<file path="config.mk">
export PLATFORM = sky130hd
export DESIGN_NAME = apb_master_bridge
export DESIGN_NICKNAME = d
export VERILOG_FILES = /design/src/rtl/apb_pkg.sv /design/src/rtl/apb_sel_decode.sv /design/src/rtl/apb_master_bridge.sv
export SDC_FILE = /design/constraint.sdc
export NUM_CORES = 1
export LEC_CHECK = 0
export BUFFER_PORTS_ARGS = -buffer_cell sky130_fd_sc_hd__buf_2
export CELL_PAD_IN_SITES_DETAIL_PLACEMENT = 1
export CELL_PAD_IN_SITES_GLOBAL_PLACEMENT = 2
export CORE_AREA = 5 5 130 132
export DETAILED_ROUTE_END_ITERATION = 6
export DIE_AREA = 0 0 135 137
export PLACE_DENSITY = 0.76
export SLEW_MARGIN = 25
export SYNTH_ARGS = -nofsm -noshare
export SYNTH_HDL_FRONTEND = slang
export SYNTH_HIERARCHICAL = 1
export SYNTH_SLANG_ARGS = --single-unit
</file>
<file path="constraint.sdc">
create_clock -name PCLK -period 1.5 [get_ports PCLK]
set_input_delay 0.3 -clock PCLK [delete_from_list [all_inputs] [get_ports PCLK]]
set_output_delay 0.3 -clock PCLK [all_outputs]
set_load 0.1 [all_outputs]
</file>
<file path="src/rtl/apb_pkg.sv">
// Shared types for the APB master bridge: FSM state encoding, slave count and the latched command.
// Bus widths of the command record are fixed here and used as the bridge's default widths.
package apb_pkg;

    localparam int unsigned APB_NSLV   = 4;
    localparam int unsigned APB_ADDR_W = 32;
    localparam int unsigned APB_DATA_W = 32;

    typedef enum logic [1:0] {
        IDLE,
        SETUP,
        ACCESS
    } apb_state_e;

    typedef struct packed {
        logic                  write;
        logic [APB_ADDR_W-1:0] addr;
        logic [APB_DATA_W-1:0] wdata;
    } apb_cmd_t;

endpackage

</file>
<file path="src/rtl/apb_sel_decode.sv">
// One-hot APB slave select from the two top address bits; all selects low when inactive.
module apb_sel_decode
    import apb_pkg::*;
(
    input  logic [1:0]          addr_top_i,
    input  logic                active_i,
    output logic [APB_NSLV-1:0] sel_o
);

    always_comb begin
        sel_o = '0;
        if (active_i) begin
            sel_o[addr_top_i] = 1'b1;
        end
    end

endmodule

</file>
<file path="src/rtl/apb_master_bridge.sv">
// Single-outstanding APB3 requester bridging a valid/ready command port to four APB slaves.
// Optional ACCESS-phase watchdog is enabled by defining APB_TIMEOUT_EN.
module apb_master_bridge
    import apb_pkg::*;
#(
    parameter int unsigned ADDR_W      = APB_ADDR_W,
    parameter int unsigned DATA_W      = APB_DATA_W,
    parameter int unsigned TIMEOUT_CYC = 16
) (
    input  logic              PCLK,
    input  logic              PRESET,
    input  logic              req_valid,
    output logic              req_ready,
    input  logic              req_write,
    input  logic [ADDR_W-1:0] req_addr,
    input  logic [DATA_W-1:0] req_wdata,
    output logic              rsp_valid,
    output logic [DATA_W-1:0] rsp_rdata,
    output logic              rsp_err,
    output logic              sel1,
    output logic              sel2,
    output logic              sel3,
    output logic              sel4,
    output logic              write,
    output logic              enable,
    output logic [ADDR_W-1:0] addr,
    output logic [DATA_W-1:0] data,
    input  logic [DATA_W-1:0] PRDATA,
    input  logic              PREADY,
    input  logic              PSLVERR
);

    apb_state_e state_q, state_d;
    apb_cmd_t   cmd_q, cmd_d;

    logic              rsp_valid_q, rsp_valid_d;
    logic              rsp_err_q, rsp_err_d;
    logic [DATA_W-1:0] rsp_rdata_q, rsp_rdata_d;
    logic [APB_NSLV-1:0] sel_vec;
    logic              to_expire;

`ifdef APB_TIMEOUT_EN
    localparam int unsigned ToW = $clog2(TIMEOUT_CYC + 1);

    logic [ToW-1:0] to_cnt_q, to_cnt_d;

    // Counts ACCESS cycles; restarts on every SETUP so each transfer gets a full budget.
    always_comb begin
        to_cnt_d = to_cnt_q;
        if (state_q == SETUP) begin
            to_cnt_d = '0;
        end else if (state_q == ACCESS) begin
            to_cnt_d = to_cnt_q + 1'b1;
        end
    end

    always_ff @(posedge PCLK) begin
        if (PRESET) begin
            to_cnt_q <= '0;
        end else begin
            to_cnt_q <= to_cnt_d;
        end
    end

    assign to_expire = (to_cnt_q == ToW'(TIMEOUT_CYC - 1));
`else
    logic unused_timeout;
    assign unused_timeout = |TIMEOUT_CYC;
    assign to_expire      = 1'b0;
`endif

    always_comb begin
        state_d     = state_q;
        cmd_d       = cmd_q;
        rsp_valid_d = 1'b0;
        rsp_err_d   = 1'b0;
        rsp_rdata_d = '0;
        req_ready   = 1'b0;

        case (state_q)
            IDLE: begin
                req_ready = 1'b1;
                if (req_valid) begin
                    cmd_d   = '{write: req_write, addr: req_addr, wdata: req_wdata};
                    state_d = SETUP;
                end
            end
            SETUP: begin
                state_d = ACCESS;
            end
            ACCESS: begin
                if (PREADY) begin
                    rsp_valid_d = 1'b1;
                    rsp_err_d   = PSLVERR;
                    rsp_rdata_d = cmd_q.write ? '0 : PRDATA;
                    req_ready   = 1'b1;
                    if (req_valid) begin
                        cmd_d   = '{write: req_write, addr: req_addr, wdata: req_wdata};
                        state_d = SETUP;
                    end else begin
                        state_d = IDLE;
                    end
                end else if (to_expire) begin
                    rsp_valid_d = 1'b1;
                    rsp_err_d   = 1'b1;
                    state_d     = IDLE;
                end
            end
            default: begin
                state_d = IDLE;
            end
        endcase

        // Reset dominates: no command may be accepted in a reset cycle.
        if (PRESET) begin
            req_ready = 1'b0;
        end
    end

    always_ff @(posedge PCLK) begin
        if (PRESET) begin
            state_q     <= IDLE;
            cmd_q       <= '0;
            rsp_valid_q <= 1'b0;
            rsp_err_q   <= 1'b0;
            rsp_rdata_q <= '0;
        end else begin
            state_q     <= state_d;
            cmd_q       <= cmd_d;
            rsp_valid_q <= rsp_valid_d;
            rsp_err_q   <= rsp_err_d;
            rsp_rdata_q <= rsp_rdata_d;
        end
    end

    apb_sel_decode u_sel_decode (
        .addr_top_i (cmd_q.addr[ADDR_W-1 -: 2]),
        .active_i   (state_q != IDLE),
        .sel_o      (sel_vec)
    );

    assign sel1      = sel_vec[0];
    assign sel2      = sel_vec[1];
    assign sel3      = sel_vec[2];
    assign sel4      = sel_vec[3];
    assign enable    = (state_q == ACCESS);
    // Direction/address/data hold their last value through IDLE.
    assign write     = cmd_q.write;
    assign addr      = cmd_q.addr;
    assign data      = cmd_q.wdata;
    assign rsp_valid = rsp_valid_q;
    assign rsp_err   = rsp_err_q;
    assign rsp_rdata = rsp_rdata_q;

endmodule

</file>
==> flow_summary_export.csv <==
group,metric,value,unit
die,ioPinCount,207,
yosys,synth_fa_ha_area_share,0,%
sta,rsz0062_at_grt,"yes",
die,start_util,25.36,%
yosys,ys.warnings.count,6,
job,maxCapViolations,0,
cts,clock_latency,0.35,ns
yosys,synthSimpleGateAreaFrac,28.53,%
die,die_y,137,um
power_and_ir_drop,p_leak,2.794,nW
route,routed_wl,11540,um
global_route,antenna_found_initial,1,
setup_path,cp.arrival,1.43,ns
sta,finalSetupTns,-0.8773,ns
yosys,postSynthCellCount,371,
layout,area_delta_synth_final,47.31,%
global_route,first_global_vias,3516,
yosys,synthMuxAreaShare,16.70,%
cts,clk_pin_slew_worst_paths,0.08,ns
layout,fin_area,5828,sq um
setup_path,crit_path_end_kind,"output port",
die,die_w,135,um
setup_path,crit_type,"flop to output port",
cts,cts_max_level,3,
sta,fin_crit_sh,115.2,%
layout,layout-drive-gt1-share,43.74,%
layout,nets,680,
setup_path,max_stage_delay,0.33,ns
route,viasPerCell,4.065,
power_and_ir_drop,powerDensity,1213,nW/um^2
sta,finalHoldViolCount,0,
layout,final_util,37.37,%
setup_path,r2r_cells,6,
sta,timing.hold.ws,0.1416,ns
layout,n_antenna_cell,0,
yosys,synth_compound_area_share,0,%
global_route,grt_overflow,0,
placement,dp_hpwl,8891,um
cts,cts_buffers,9,
yosys,avgSynthCellArea,10.66,sq um
setup_path,worstPathCellList,"buf_6 -> or2_4 -> and3b_2 -> buf_12",
sta,slew_headroom,66.17,%
route,routedWlPerCell,14.44,um
setup_path,path_depth,4,
cts,cts_sinks,101,
sta,worst_pin_slew,0.5109,ns
route,drc,0,
setup_path,crit_required,1.20,ns
cts,holdBufCountCts,0,
sta,min_period,1.728,ns
global_route,grt_pass1_wl,17770,um
setup_path,path_buf_inv,2,
cts,cts_buffer_depth,2,
layout,final_cell_mix,"buf_2 (198), nand2b_1 (130), dfxtp_1 (96), mux2i_1 (64), and2_1 (33)",
placement,placed_area,5390,sq um
sta,timing.fmax,578.7,MHz
yosys,ys_seq_elements,101,
route,drt_iter0_drc,57,
status,outcome,"finished, violations left",
die,core_area,15600,sq um
route,vias,3248,
power_and_ir_drop,peakVddDrop,0.5522,mV
sta,slew_violations,0,
yosys,ys_seq_area_share,51.11,%
global_route,grt_util_all_layers,12.13,%
route,antenna_left,0,
status,violations,"negative setup slack",
yosys,postSynthNetCount,473,
placement,gp_congestion,0.6983,
layout,final_common_cell,"buf_2",
sta,fin_ws,-0.2280,ns
die,dieArea,18500,sq um
setup_path,ff2ff_setup_slack,0.08,ns
route,firstDrtPassIters,6,
cts,tritoncts,"yes",
global_route,grt_max_degree,70,
cts,cts_root_buf,"clkbuf_16",
yosys,synth_area,3956,sq um
yosys,synth_xor_area_share,0,%
hold_path,hp-class,"primary input to flop",
yosys,synth_top_family_by_area,"simple AND/OR/NAND/NOR gates",
setup_path,crit_family,"simple AND/OR/NAND/NOR gates",
setup_path,crit_slowest_cell,"dfxtp_2",
yosys,synth.distinct_cells,17,
sta,setup_viol_count_final,6,
sta,finalClockSkew,0.007020,ns
setup_path,start_kind,"flop",
placement,io_buffers,206,
setup_path,worst-path-max-fanout,4,
hold_path,min_path_cells,2,
die,rows,46,
[metrics by stage]
step                instances  total power, W  setup WS [ns]
floorplan                 371        0.004320        -0.1846
global placement          777        0.004697        0.03360
detailed placement        777        0.004729       -0.05050
CTS                       797        0.007166        -0.2584
global route              799        0.007396        -0.2809
finish                    799        0.007067        -0.2280
[registers in the layout, indices dropped and copies added (netlist names)]
name,cells
addr,32
data,32
rsp_err,1
rsp_rdata,32
rsp_valid,1
state_q,2
write,1
[cell families after synthesis]
group	after synthesis
muxes	66
DFF	101
buffers and inverters	26
and+or+nand+nor	178
[power breakdown]
group / internal, W / switching [W]
clock network: 0.00120 / 0.00117
registers: 0.00281 / 0.0000783
logic: 0.000483 / 0.00132
[routing by layer]
layer | vias to the layer above | wire (um) | part of all wire (%) | GRT usage, %
li1 | 1596 | - | - | -
met1 | 1510 | 4604 | 40 | 13.61
met2 | 123 | 5612 | 49 | 20.32
met3 | 17 | 1097 | 9.5 | 5.257
met4 | 2 | 204 | 1.8 | 4.871
met5 | - | 18 | 0.16 | 0
[path summary, 6_finish.rpt]
check | to | startpoint
setup / recovery | sel2 | state_q[1]
hold / removal | rsp_rdata[13] | PRDATA[13]
setup reg to reg | data[27] | state_q[1]
hold reg to reg | data[12] | data[12]
[final cells by class]
class                           instances  area [sq um]
Clock buffer                            9         225.2
Sequential cell                       101          2036
Multi-Input combinational cell        244          1853
Fill cell                            1820          9769
Clock inverter                          7         81.33
Tap cell                              216         270.3
Timing Repair Buffer                  222          1363
[Yosys cell counts]
cell type,instances,share of area (%)
or2_2,1,0.16
nor2_1,2,0.19
nor3_1,2,0.25
nor4_2,1,0.32
mux2i_1,66,17
dfxtp_1,101,51
and3_2,1,0.19
buf_2,2,0.25
nor2b_1,3,0.47
and3b_1,2,0.44
buf_6,5,1.4
buf_4,2,0.38
and2_1,33,5.2
nand2b_1,130,21
nand2_1,1,0.095
clkbuf_1,17,1.6
nor3b_2,2,0.63
[what timing repair did]
| item | 4_1_cts | 5_1_grt |
|---|---|---|
| setup buffers | 4 | 0 |
| pin swaps | 4 | 2 |
| cloned | 0 | 2 |
| setup endpoints to repair | 18 | 15 |
| gates resized for setup | 9 | 6 |
Power figures use the tool's default switching activity.
